### config.mk
export PLATFORM = sky130hd
export DESIGN_NAME = bomb_drop
export DESIGN_NICKNAME = d
export VERILOG_FILES = /design/src/rtl/bomb_drop.sv
export SDC_FILE = /design/constraint.sdc
export NUM_CORES = 1
export LEC_CHECK = 0
export CAP_MARGIN = 40
export CORE_MARGIN = 4
export CORE_UTILIZATION = 50
export CTS_BUF_LIST = sky130_fd_sc_hd__clkbuf_8 sky130_fd_sc_hd__clkbuf_16
export DETAILED_ROUTE_END_ITERATION = 8
export GPL_ROUTABILITY_DRIVEN = 0
export PLACE_DENSITY_LB_ADDON = 0.25
export SLEW_MARGIN = 20
export SYNTH_ARGS = -nofsm -noshare
export SYNTH_HDL_FRONTEND = slang
export SYNTH_SLANG_ARGS = --single-unit
### constraint.sdc
create_clock -name clk -period 3.02 [get_ports clk]
set_input_delay 0.604 -clock clk [delete_from_list [all_inputs] [get_ports clk]]
set_output_delay 0.604 -clock clk [all_outputs]
set_load 0.1 [all_outputs]
### src/rtl/bomb_drop.sv
// rtl/bomb_drop.sv - falling enemy bomb sprite with below-row collision sensing and blast
module bomb_drop #(
   parameter int XSIZE         = 5,
   parameter int YSIZE         = 5,
   parameter int STEP          = 1,
   parameter int YMAX          = 479,
   parameter int XMAX          = 639,
   parameter int EXPLODE_TICKS = 8
) (
   input  logic       clk,
   input  logic       rst_n,
   input  logic       pixpulse,
   input  logic [9:0] hcount,
   input  logic [9:0] vcount,
   input  logic       empty,
   input  logic       move,
   input  logic       fire,
   input  logic [9:0] fire_x,
   input  logic [9:0] fire_y,
   output logic       fire_ack,
   output logic       draw_bomb,
   output logic [9:0] xloc,
   output logic [9:0] yloc,
   output logic       busy,
   output logic       hit,
   output logic       exploding
);

   localparam int HALF  = (XSIZE - 1) / 2;
   localparam int VHALF = (YSIZE - 1) / 2;
   localparam int CW    = (EXPLODE_TICKS > 1) ? $clog2(EXPLODE_TICKS) : 1;

   // 11-bit copies so sprite-edge arithmetic never wraps at the screen edges
   localparam logic [10:0] HALF_W  = 11'(HALF);
   localparam logic [10:0] VHALF_W = 11'(VHALF);
   localparam logic [10:0] STEP_W  = 11'(STEP);
   localparam logic [10:0] YMAX_W  = 11'(YMAX);

   localparam logic [9:0] X_LO = 10'(HALF);
   localparam logic [9:0] X_HI = 10'(XMAX - HALF);
   localparam logic [9:0] Y_LO = 10'(VHALF);
   localparam logic [9:0] Y_HI = 10'(YMAX - VHALF);

   typedef enum logic [1:0] {
      IDLE  = 2'd0,
      FALL  = 2'd1,
      BLAST = 2'd2
   } state_t;

   state_t          state_q, state_d;
   logic [9:0]      xloc_q, xloc_d;
   logic [9:0]      yloc_q, yloc_d;
   logic [CW-1:0]   cnt_q, cnt_d;
   logic [XSIZE-1:0] below_q, below_d;
   logic            clr_q, clr_d;
   logic            ack_q, ack_d;
   logic            hit_q, hit_d;

   logic [10:0] hc_w, vc_w, xl_w, yl_w;

   assign hc_w = {1'b0, hcount};
   assign vc_w = {1'b0, vcount};
   assign xl_w = {1'b0, xloc_q};
   assign yl_w = {1'b0, yloc_q};

   function automatic logic [9:0] clamp(input logic [9:0] v, input logic [9:0] lo,
                                        input logic [9:0] hi);
      if (v < lo)
         return lo;
      else if (v > hi)
         return hi;
      else
         return v;
   endfunction

   // sprite coverage: bomb or blast drawn at the current centre whenever active
   always_comb begin
      draw_bomb = 1'b0;
      if (state_q != IDLE &&
          hc_w + HALF_W >= xl_w && hc_w <= xl_w + HALF_W &&
          vc_w + VHALF_W >= yl_w && vc_w <= yl_w + VHALF_W)
         draw_bomb = 1'b1;
   end

   // next-state: launch, fall, blast countdown and below-row occupancy capture
   always_comb begin
      state_d = state_q;
      xloc_d  = xloc_q;
      yloc_d  = yloc_q;
      cnt_d   = cnt_q;
      below_d = below_q;
      clr_d   = clr_q;
      ack_d   = 1'b0;
      hit_d   = 1'b0;

      if (pixpulse) begin
         // the row beneath is re-sampled every frame; a move restarts it
         clr_d = move;
         if (clr_q) begin
            below_d = '0;
         end else if (state_q == FALL && !empty && vc_w == yl_w + VHALF_W + 11'd1) begin
            for (int i = 0; i < XSIZE; i++) begin
               if (hc_w == xl_w - HALF_W + 11'(i))
                  below_d[i] = 1'b1;
            end
         end

         case (state_q)
            IDLE: begin
               if (fire) begin
                  xloc_d  = clamp(fire_x, X_LO, X_HI);
                  yloc_d  = clamp(fire_y, Y_LO, Y_HI);
                  below_d = '0;
                  ack_d   = 1'b1;
                  state_d = FALL;
               end
            end
            FALL: begin
               if (move) begin
                  if (|below_q) begin
                     hit_d   = 1'b1;
                     cnt_d   = CW'(EXPLODE_TICKS - 1);
                     state_d = BLAST;
                  end else if (yl_w + VHALF_W + STEP_W > YMAX_W) begin
                     state_d = IDLE;
                  end else begin
                     yloc_d = yloc_q + 10'(STEP);
                  end
               end
            end
            BLAST: begin
               if (move) begin
                  if (cnt_q == '0)
                     state_d = IDLE;
                  else
                     cnt_d = cnt_q - 1'b1;
               end
            end
            default: state_d = IDLE;
         endcase
      end
   end

   // state register with synchronous active-low reset
   always_ff @(posedge clk) begin
      if (!rst_n) begin
         state_q <= IDLE;
         xloc_q  <= '0;
         yloc_q  <= '0;
         cnt_q   <= '0;
         below_q <= '0;
         clr_q   <= 1'b0;
         ack_q   <= 1'b0;
         hit_q   <= 1'b0;
      end else begin
         state_q <= state_d;
         xloc_q  <= xloc_d;
         yloc_q  <= yloc_d;
         cnt_q   <= cnt_d;
         below_q <= below_d;
         clr_q   <= clr_d;
         ack_q   <= ack_d;
         hit_q   <= hit_d;
      end
   end

   assign fire_ack  = ack_q;
   assign hit       = hit_q;
   assign xloc      = xloc_q;
   assign yloc      = yloc_q;
   assign busy      = (state_q != IDLE);
   assign exploding = (state_q == BLAST);

endmodule

# After elaboration in Yosys (flattened, before gate mapping)
# Index checks and enable logic that the tools add are counted.
# W data, S select, Z words.
# word_totals
elab_cells	98
regBits	33
in_bits	46
out_inout_bits	25
# classes
addsub	12
mux	33
reduce_logical	19
n_lt_le_gt_ge	9
n_eq_ne	17
# op_table
cell	n
$mux W10	8
$eq A10 B11 Y1	6
$add A10 B2 Y11 const B	4
$add A11 B1 Y11 const B	2
$add A11 B2 Y11 const B	2
$ge A11 B10 Y1	2
$le A10 B11 Y1	2
$lt A10 B2 Y1 const B	2
$mux W5	4
$pmux W10 S2	1
$reduce_and A6 Y1	3
$mux W2	6
$mux W3	4
$ne A2 B2 Y1 const B	6
$add A11 B3 Y11 const B	1
$gt A11 B9 Y1 const B	1
$sub A10 B2 Y11 const B	1
$add A10 B1 Y10 const B	1
$gt A10 B10 Y1 const B	1
$gt A10 B9 Y1 const B	1
$mux W1	8
$logic_and A1 B1 Y1	6
$pmux W2 S3	1
$pmux W3 S2	1
12 further kinds	16

# Longest topological paths before layout
# depth
depth_word	8
ltp_mapped	13
mapped_depth_nobuf	12

# Worst setup path before layout
# Ideal clock, no wire load.
# synth_path
path_type	reg-to-output
start	register xloc_q[1], in the netlist xloc[1]
end	output draw_bomb
setup_slack_ns	-1.462
n_path_buf	1
arrival_ns	3.878
t_required_ns	2.416
stages_incl_launch_ff	14
cell_sequence	dfxtp_1 buf_4 inv_1 nor4_1 nand3_1 xnor2_1 ha_1 nand4_1 nor3_1 nand2_1 o21ai_0 a31oi_1 a2bb2oi_1 o2111a_1
# synth_via
elab_chain_cells	6
word_cells_on_any_way	8
cone_classes	add/sub: 1; order compare: 2; mux: 1; reduce/logical: 4
# synth_rtl
element	line	source
start: declaration	51	logic [9:0] xloc_q, xloc_d;
start signal: assignment	157	xloc_q <= xloc_d;
$add A10 B2 Y11 / $ge A11 B10 Y1 (equally long branches)	80	hc_w + HALF_W >= xl_w && hc_w <= xl_w + HALF_W &&
$le A10 B11 Y1 / $logic_and A1 B1 Y1 (equally long branches)	80, 79	
$logic_and A1 B1 Y1 * (2 in a row)	80	
$logic_and A1 B1 Y1 *	81	vc_w + VHALF_W >= yl_w && vc_w <= yl_w + VHALF_W)
$mux W1 *	79	if (state_q != IDLE &&
end: declaration	21	output logic draw_bomb,
# Every way passes the cells marked *; elsewhere a longest branch is shown, timed or not.

# Worst setup path after layout
# layout_path
start	input hcount[5]
end	output draw_bomb
# layout_via
elab_chain_cells	7
word_cells_on_any_way	8
cone_classes	add/sub: 1; order compare: 2; mux: 1; reduce/logical: 4
# layout_rtl
element	line	source
start: declaration	13	input logic [9:0] hcount,
$add A10 B2 Y11	80	
$ge A11 B10 Y1	80	
$logic_and A1 B1 Y1	79	
$logic_and A1 B1 Y1 * (2 in a row)	80	
$logic_and A1 B1 Y1 *	81	
$mux W1 *	79	
# Marked as above.

==> metrics.yaml <==
outcome:
  status: "finished with violations"
  violations: "setup timing"
yosys:
  synth.largest_area_cell: "ha_1"
  ys_types: 67
  yosys_most_used_dff: "dfxtp_1"
  ys_seq_elements: 33
  synth_fp_nets: 696
  synthCells: 597
  synthTopCellsByCount: "54 x nand2_1, 54 x xnor2_1, 53 x ha_1"
  postSynthAreaPerCell_um2: 7.49
  yosys-top-cells-area: "ha_1 15%, dfxtp_1 15%, xnor2_1 11%"
  synthesis.area_um2: 4470
  synth-edff-count: 0
  yosysSeqAreaShare_pct: 14.8
  yosysWarnings: 0
  synth_top_area_share_pct: 14.8
  postSynth.asyncResetShare_pct: 0
clock_network:
  cts_root_buf: "clkbuf_8"
  postCtsHoldBufs: 0
  htreeDepth: 2
  cts_buffers: 5
  clk_latency_ns: 0.29
  cts_tree: "done"
  cts.sinks: 33
  clockBufferDepth: 2
  clkTransAtPathRegs_ns: 0.07
setup_path:
  critical_path.endpoint: "draw_bomb"
  r2r-end: "below_q[3]"
  end_kind: "output port"
  ff2ff_path_depth: 9
  cp.required_ns: 2.42
  arrival_ns: 2.72
  critPathLaunchType: "input port"
  rr_startpoint: "xloc[1]"
  startpoint: "hcount[5]"
  critPathKind: "input port to output port"
  path_max_fanout: 2
  rrSetupSlack_ns: 0.09
power_and_ir_drop:
  powerDensity_nw_per_um2: 330
  cellLeakagePower_nw: 2.63
  irDropWorstVdd_uv: 397
cells_and_area:
  final_area_um2: 6390
  drive_gt1_share_pct: 29.1
  final_util_pct: 73.3
  fillers: 674
  multiInputGateArea_um2: 3720
  ff_latch_area_um2: 716
  area_growth_pct: 42.8
  final_nets: 872
  n_antenna_cell: 0
routing:
  wirelength_mm: 14.7
  ant_nets: 0
  wl_per_cell_um: 16.7
  routed_via_density: 5.97
  firstDrtPassIters: 5
  drt_iter0_markers: 467
  num_vias: 5263
  drc: 0
timing:
  tightest_slew_ns: 0.715
  max_slew_margin_pct: 52.0
  finalSetupViolCount: 1
  tns_ns: -0.304
  rsz0062_at_grt: "true"
  timing_max_transition_violations_final: 0
  min_period_ns: 3.32
  finalClockSkew_ns: 0.00649
  period_share_pct: 110
  fin_ws_ns: -0.304
  hold_viol_final: 0
  fmax_mhz: 301
global_route:
  antenna_found_initial: 0
  grt_pass1_wl_mm: 23.5
  grt_pass1_vias: 5056
  grt_max_degree: 18
  grt.overflow.total: 0
  grtUsageTotal_pct: 27.5
die:
  die_w_um: 103
  coreArea_um2: 8720
  ioPinCount: 71
  die_area_um2: 10500
  fp.dieH_um: 103
  rows: 34
  start_util_pct: 51.3
placed_design:
  numPortBuffers: 70
  pre_cts_ws_ns: -0.640
  hpwl_mm: 12.0
  placed_cell_area_um2: 6070
flow_run:
  cap_viol_max_count: 0
min_path:
  hp-start: "below_q[0]"
  hp-class: "register to register"
==> what timing repair did <==
action,4_1_cts,5_1_grt
pin swaps,26,17
endpoints found under the setup margin,1,4
gates resized for setup,25,18
cloned,0,0
buffers inserted,7,5
==> power breakdown <==
group	internal [W]	total [W]	switching, W	leakage (nW)
Sequential	0.000455	0.000480	0.0000250	0.280
Combinational	0.000530	0.00124	0.000709	2.30
Clock	0.000214	0.000389	0.000175	0.0525
Total	0.00120	0.00211	0.000910	2.63
==> flip-flops by register name, indices dropped and copies added, names as in the netlist <==
name / count
xloc: 10
clr_q: 1
fire_ack: 1
state_q: 2
cnt_q: 3
below_q: 5
hit: 1
yloc: 10
==> worst max-delay path, stage by stage <==
cell,delay (ns)
clkdlybuf4s50_1,0.47
and3_1,0.17
nand3_2,0.10
nor2_2,0.15
xor2_1,0.17
ha_1,0.26
nor2b_1,0.14
o21ai_1,0.12
nand2_1,0.07
o2111a_2,0.29
buf_12,0.17
==> metrics by stage <==
step                      power (W)  hold slack [ns]  cells
final                       0.00211            0.468    882
after global routing        0.00223            0.478    882
after CTS                   0.00207            0.464    877
after detailed placement    0.00167            0.452    862
after global placement      0.00163            0.438    862
after floorplan             0.00127            0.425    597
==> area by class of cell <==
| class | instances | area share, % |
|---|---|---|
| multi-input combinational | 504 | 58.3 |
| clock buffer | 6 | 1.47 |
| inverter | 36 | 2.15 |
| timing repair buffer | 193 | 24.5 |
| clock inverter | 2 | 0.255 |
| sequential | 33 | 11.2 |
| tap | 108 | 2.11 |
==> worst min path at each step <==
stage	depth (start not counted)	end	slack (ns)
after global placement	2	below_q[2]	0.44
final	2	below_q[0]	0.47
after floorplan	2	below_q[2]	0.43
after global routing	2	below_q[2]	0.48
after detailed placement	2	below_q[0]	0.45
after CTS	2	below_q[2]	0.46
==> per-layer routing <==
layer | routed length (um) | vias to the layer above | global-route usage (%) | part of all wire (%)
met4 | 231 | 0 | 4.84 | 1.6
met3 | 1240 | 27 | 2.50 | 8.4
met1 | 6490 | 2454 | 38.8 | 44
met2 | 6750 | 238 | 46.2 | 46
met5 | 0 | - | 0 | 0
li1 | - | 2544 | - | -
==> logic make-up (layout without fill, tap and decap cells) <==
group,after synthesis,in the layout,share of synthesized area [%]
AND/OR/NAND/NOR,228,228,26.0
AO/OA/AOI/OAI,141,141,21.4
XOR/XNOR,74,74,15.1
buffers and inverters,60,237,6.07
adder cells (fa/ha/maj),53,53,14.8
flip-flops,33,33,14.8
multiplexers,8,8,1.87
==> cells in the final DEF (no fill, tap or decap), types with 13 or more instances in the layout <==
master,n
nand2_1,53
ha_1,49
inv_1,31
a21oi_1,23
buf_4,147
clkdlybuf4s50_1,36
nor2_1,38
nor3_1,17
dfxtp_4,13
o21ai_0,25
xor2_1,18
nand4_1,18
nand3_1,28
xnor2_1,51
dfxtp_1,15
(Power assumes the default switching activity.)
